## config.mk

```make
export PLATFORM = sky130hd
export DESIGN_NAME = pll_reconfig_ctrl
export DESIGN_NICKNAME = d
export VERILOG_FILES = /design/src/rtl/pll_reconfig_ctrl.sv
export SDC_FILE = /design/constraint.sdc
export NUM_CORES = 1
export LEC_CHECK = 0
export ABC_AREA = 1
export ABC_CLOCK_PERIOD_IN_PS = 2800
export CORE_ASPECT_RATIO = 1.1
export CORE_UTILIZATION = 40
export CTS_BUF_LIST = sky130_fd_sc_hd__clkbuf_4
export CTS_CLUSTER_DIAMETER = 30
export DETAILED_ROUTE_END_ITERATION = 10
export PLACE_DENSITY = 0.73
export SETUP_SLACK_MARGIN = 0.4
export SYNTH_ARGS = -nofsm -noshare
export SYNTH_HDL_FRONTEND = slang
export SYNTH_SLANG_ARGS = --single-unit
```

## constraint.sdc

```tcl
create_clock -name clk_i -period 2.8 [get_ports clk_i]
set_clock_uncertainty 0.15 [all_clocks]
set_input_delay 0.7 -clock clk_i [delete_from_list [all_inputs] [get_ports clk_i]]
set_output_delay 0.7 -clock clk_i [all_outputs]
set_load 0.01 [all_outputs]
```

## src/rtl/pll_reconfig_ctrl.sv

```systemverilog
// Sequencer for single-byte PLL reconfiguration reads/writes and PLL reset/lock handling.
// All outputs are registered from the next-state decode.
module pll_reconfig_ctrl #(
  parameter int unsigned RST_CYCLES   = 16,
  parameter int unsigned LOCK_TIMEOUT = 65535
) (
  input  logic       clk_i,
  input  logic       reset_i,
  input  logic       req_i,
  input  logic       req_we_i,
  input  logic [7:0] req_addr_i,
  input  logic [7:0] req_wdata_i,
  input  logic       req_apply_i,
  output logic       busy_o,
  output logic       ack_o,
  output logic [7:0] rdata_o,
  output logic       err_o,
  output logic       lock_lost_o,
  output logic       locked_o,
  output logic [1:0] mdopc_o,
  output logic       mdainc_o,
  output logic [7:0] mdwdi_o,
  input  logic [7:0] mdrdo_i,
  output logic       pll_reset_o,
  input  logic       pll_lock_i
);

  typedef enum logic [2:0] {
    StIdle, StAddr, StOp, StRdCap, StRst, StWaitLock, StDone
  } state_e;

  localparam logic [15:0] RstLast  = 16'(RST_CYCLES - 1);
  localparam logic [15:0] LockLast = 16'(LOCK_TIMEOUT - 1);

  state_e      state_q, state_d;
  logic [15:0] cnt_q, cnt_d;
  logic        we_q, we_d;
  logic [7:0]  addr_q, addr_d;
  logic [7:0]  wdata_q, wdata_d;
  logic        apply_q, apply_d;
  logic [7:0]  rdata_q, rdata_d;
  logic        err_q, err_d;
  logic        lock_lost_q, lock_lost_d;
  logic        locked_q, locked_d;
  logic [1:0]  mdopc_q, mdopc_d;
  logic [7:0]  mdwdi_q, mdwdi_d;
  logic        pll_reset_q, pll_reset_d;
  logic        ack_q, ack_d;
  logic        busy_q, busy_d;
  logic        sync1_q, sync2_q;

  always_comb begin
    state_d     = state_q;
    cnt_d       = cnt_q;
    we_d        = we_q;
    addr_d      = addr_q;
    wdata_d     = wdata_q;
    apply_d     = apply_q;
    rdata_d     = rdata_q;
    err_d       = err_q;
    lock_lost_d = lock_lost_q;

    unique case (state_q)
      StIdle: begin
        if (req_i) begin
          we_d        = req_we_i;
          addr_d      = req_addr_i;
          wdata_d     = req_wdata_i;
          apply_d     = req_apply_i;
          err_d       = 1'b0;
          lock_lost_d = 1'b0;
          state_d     = StAddr;
        end else if (sync2_q && !sync1_q) begin
          // sync2 is about to fall: lock dropped while idle
          lock_lost_d = 1'b1;
        end
      end
      StAddr: state_d = StOp;
      StOp: begin
        if (!we_q) begin
          state_d = StRdCap;
        end else if (apply_q) begin
          state_d = StRst;
          cnt_d   = '0;
        end else begin
          state_d = StDone;
        end
      end
      StRdCap: begin
        rdata_d = mdrdo_i;
        cnt_d   = '0;
        state_d = apply_q ? StRst : StDone;
      end
      StRst: begin
        if (cnt_q == RstLast) begin
          cnt_d   = '0;
          state_d = StWaitLock;
        end else begin
          cnt_d = cnt_q + 16'd1;
        end
      end
      StWaitLock: begin
        if (sync2_q) begin
          state_d = StDone;
        end else if (cnt_q == LockLast) begin
          err_d   = 1'b1;
          state_d = StDone;
        end else begin
          cnt_d = cnt_q + 16'd1;
        end
      end
      StDone: state_d = StIdle;
      default: begin
        state_d = StRst;
        cnt_d   = '0;
      end
    endcase

    mdopc_d = 2'b00;
    mdwdi_d = 8'h00;
    if (state_d == StAddr) begin
      mdopc_d = 2'b11;
      mdwdi_d = addr_d;
    end else if (state_d == StOp) begin
      mdopc_d = we_q ? 2'b01 : 2'b10;
      mdwdi_d = we_q ? wdata_q : 8'h00;
    end
    pll_reset_d = (state_d == StRst);
    ack_d       = (state_d == StDone);
    busy_d      = (state_d != StIdle);
    // sync1 registered here lines up with sync2, so locked lags the raw lock by two cycles
    locked_d    = sync1_q && !(state_d inside {StRst, StWaitLock});
  end

  always_ff @(posedge clk_i) begin
    if (reset_i) begin
      state_q     <= StRst;
      cnt_q       <= '0;
      we_q        <= 1'b0;
      addr_q      <= '0;
      wdata_q     <= '0;
      apply_q     <= 1'b0;
      rdata_q     <= '0;
      err_q       <= 1'b0;
      lock_lost_q <= 1'b0;
      locked_q    <= 1'b0;
      mdopc_q     <= 2'b00;
      mdwdi_q     <= '0;
      pll_reset_q <= 1'b1;
      ack_q       <= 1'b0;
      busy_q      <= 1'b1;
      sync1_q     <= 1'b0;
      sync2_q     <= 1'b0;
    end else begin
      state_q     <= state_d;
      cnt_q       <= cnt_d;
      we_q        <= we_d;
      addr_q      <= addr_d;
      wdata_q     <= wdata_d;
      apply_q     <= apply_d;
      rdata_q     <= rdata_d;
      err_q       <= err_d;
      lock_lost_q <= lock_lost_d;
      locked_q    <= locked_d;
      mdopc_q     <= mdopc_d;
      mdwdi_q     <= mdwdi_d;
      pll_reset_q <= pll_reset_d;
      ack_q       <= ack_d;
      busy_q      <= busy_d;
      sync1_q     <= pll_lock_i;
      sync2_q     <= sync1_q;
    end
  end

  assign busy_o      = busy_q;
  assign ack_o       = ack_q;
  assign rdata_o     = rdata_q;
  assign err_o       = err_q;
  assign lock_lost_o = lock_lost_q;
  assign locked_o    = locked_q;
  assign mdopc_o     = mdopc_q;
  assign mdainc_o    = 1'b0;
  assign mdwdi_o     = mdwdi_q;
  assign pll_reset_o = pll_reset_q;

endmodule

```

==> impl_metrics.env <==
export IMPL_postCtsResizedCells=0
export IMPL_fp_row_count=31
export IMPL_ir_worst_vdd_mv=0.343
export IMPL_maxCapViolCount=0
export IMPL_crit_path_max_incr_delay_ns=0.56
export IMPL_clkSinkCount=63
export IMPL_finalCriticalPeriod_ns=2.18
export IMPL_floorplan_initialDensity=0.422
export IMPL_ant_nets=0
export IMPL_synth_xor_area_frac=0.00623
export IMPL_grt_usage=0.185
export IMPL_gp_congestion=0.885
export IMPL_timing_final_crit_share=0.777
export IMPL_path_buf_inv=1
export IMPL_cts_tree="done"
export IMPL_slew_headroom=0.605
export IMPL_crit_chain="clkdlybuf4s50_1"
export IMPL_synth_seq_area_share=0.448
export IMPL_ios=55
export IMPL_cts_max_level=3
export IMPL_first_pass_iters=4
export IMPL_syn_avg_cell_area_um2=7.03
export IMPL_clk_pin_slew_ns=0.11
export IMPL_layout_commonest_cell="nand2_1"
export IMPL_nFillCells=649
export IMPL_synth_seq_cells=63
export IMPL_fmax_ghz=0.459
export IMPL_nets=487
export IMPL_clock_tree_buffer_depth=2
export IMPL_synth_top_family_by_area="simple AND/OR/NAND/NOR gates"
export IMPL_multi_input_area_um2=1320
export IMPL_hp_class="reg2reg"
export IMPL_clk_latency_ns=0.41
export IMPL_yosys_warnings=0
export IMPL_power_density_nw_per_um2=489
export IMPL_grt_pass1_wl_um=10500
export IMPL_drc=0
export IMPL_die_h_um=90.0
export IMPL_grt_ovfl_total=0
export IMPL_yosys_mux_area_fraction=0.0214
export IMPL_hold_violations=0
export IMPL_path_max_fanout=2
export IMPL_critPathSlowestCell="clkdlybuf4s50_1"
export IMPL_synthCells=400
export IMPL_synth_fp_nets=432
export IMPL_synthFlopType="dfxtp_1"
export IMPL_avgRoutedWirePerCell_um=11.5
export IMPL_final_cell_mix="106 x nand2_1, 69 x nor2_1, 63 x dfxtp_1"
export IMPL_drive_gt1_frac=0.0761
export IMPL_path_class="reg2out"
export IMPL_clock_root_buffer="clkbuf_4"
export IMPL_status="complete, no violations"
export IMPL_vias_per_cell=4.91
export IMPL_synth_simple_area_share=0.342
export IMPL_required_ns=1.95
export IMPL_cts_buffers_inserted=9
export IMPL_timing_hold_ws_ns=0.289
export IMPL_finalSetupViolCount=0
export IMPL_first_global_vias=2431
export IMPL_syn_area_um2=2810
export IMPL_drtIter0Drc=137
export IMPL_synth_edf_count=0
export IMPL_dr_total_vias=2663
export IMPL_design_core_area_um2=6670
export IMPL_cp_end_kind="primary output"
export IMPL_dp_hpwl_um=4610
export IMPL_slew_violations=0
export IMPL_worst_pin_slew_ns=0.591
export IMPL_worstPathArrival_ns=1.33
export IMPL_drt_total_wl_um=6250
export IMPL_synth_compound_area_share=0.0885
export IMPL_postCtsHoldBufs=0
export IMPL_post_synth_fa_ha_maj_area_fraction=0.00890
export IMPL_p_leak_nw=1.52
export IMPL_area_growth_pct=27.0
export IMPL_postCtsSetupBuffers=0
export IMPL_io_buffers=53
export IMPL_r2r_slack_ns=0.73
export IMPL_dieArea_um2=7370
export IMPL_fin_setup_tns_ns=0
export IMPL_utilization=0.536
export IMPL_yosysUniqueCellTypes=33
export IMPL_startpoint_type="flip-flop"
export IMPL_final_seq_area_um2=1260
export IMPL_die_width_um=82.0
export IMPL_grt_max_degree=29
export IMPL_antenna_found_initial=0
export IMPL_antenna_cells=0
export IMPL_rsz0062_at_grt="false"
export IMPL_path_delay_family="buffers and inverters"
export IMPL_async_flop_share=0
## registers in the layout (all words and copies together), names as in the netlist, 2 cells and up
| register | count |
|---|---|
| rdata_o | 8 |
| state_q | 3 |
| mdopc_o | 2 |
| wdata_q | 8 |
| mdwdi_o | 8 |
| cnt_q | 16 |
| addr_q | 8 |
## final timing paths
path	from	endpoint	cells past startpoint
max reg2reg	cnt_q[0]$_SDFFE_PP0P_	cnt_q[5]$_SDFFE_PP0P_	10
min	sync1_q$_SDFF_PP0_	locked_o$_SDFF_PP0_	2
min reg2reg	sync1_q$_SDFF_PP0_	locked_o$_SDFF_PP0_	2
max	lock_lost_o$_SDFFE_PP0P_	lock_lost_o	1
## per-stage QoR
stage | total power, W | setup WS [ns] | cells | instance area (µm²)
2_1_floorplan | 0.000955 | 1.09 | 400 | 2810
3_3_place_gp | 0.00101 | 0.675 | 526 | 3390
3_5_place_dp | 0.00101 | 0.629 | 526 | 3390
4_1_cts | 0.00177 | 0.597 | 542 | 3570
5_1_grt | 0.00182 | 0.550 | 542 | 3570
6_report | 0.00175 | 0.623 | 542 | 3570
## cell families (layout without fill, tap and decap cells)
group                    after synthesis  count (layout)
multiplexers                           6               6
AO/OA/AOI/OAI                         47              47
AND/OR/NAND/NOR                      225             225
buffers and inverters                 54             114
XOR/XNOR                               2               2
flip-flops                            63              63
adder cells (fa/ha/maj)                2               2
other                                  1               1
## layer usage
metal,share of wire,global-route usage,vias to the layer above
met5,0,0,-
met4,0.022,0.0863,0
met3,0.060,0.0467,15
met2,0.47,0.293,80
met1,0.45,0.229,1190
li1,-,-,1378
## power breakdown
part,leakage [nW],switching (W),internal (W)
registers,0.508,0.00000640,0.000901
logic,0.921,0.0000311,0.0000462
clock network,0.0950,0.000318,0.000446
total,1.52,0.000356,0.00139
## synth_stat cells (2+ instances only)
cell      count  area [µm²]
a21oi_1      24         120
buf_2         2        10.0
buf_4         4        30.0
buf_6         2        22.5
clkbuf_1      5        18.8
dfxtp_1      63        1260
ha_1          2        25.0
inv_1        33         124
inv_2         7        26.3
mux2i_1       6        60.1
nand2_1     106         398
nand3_1      27         135
nand4_1      10        62.6
nor2_1       69         259
nor2_2        3        18.8
nor3_1        3        15.0
o21ai_0      16        80.1
o21bai_1      2        15.0
xor2_1        2        17.5
## cell type report
| class | count | share of cell area |
|---|---|---|
| inverters | 41 | 0.0431 |
| flip-flops and latches | 63 | 0.353 |
| multi-input cells | 283 | 0.368 |
| well taps | 82 | 0.0287 |
| repair buffers | 57 | 0.157 |
| clock inverters | 7 | 0.0312 |
| clock buffers | 9 | 0.0189 |
No activity file was read; power rests on OpenSTA's default activity.
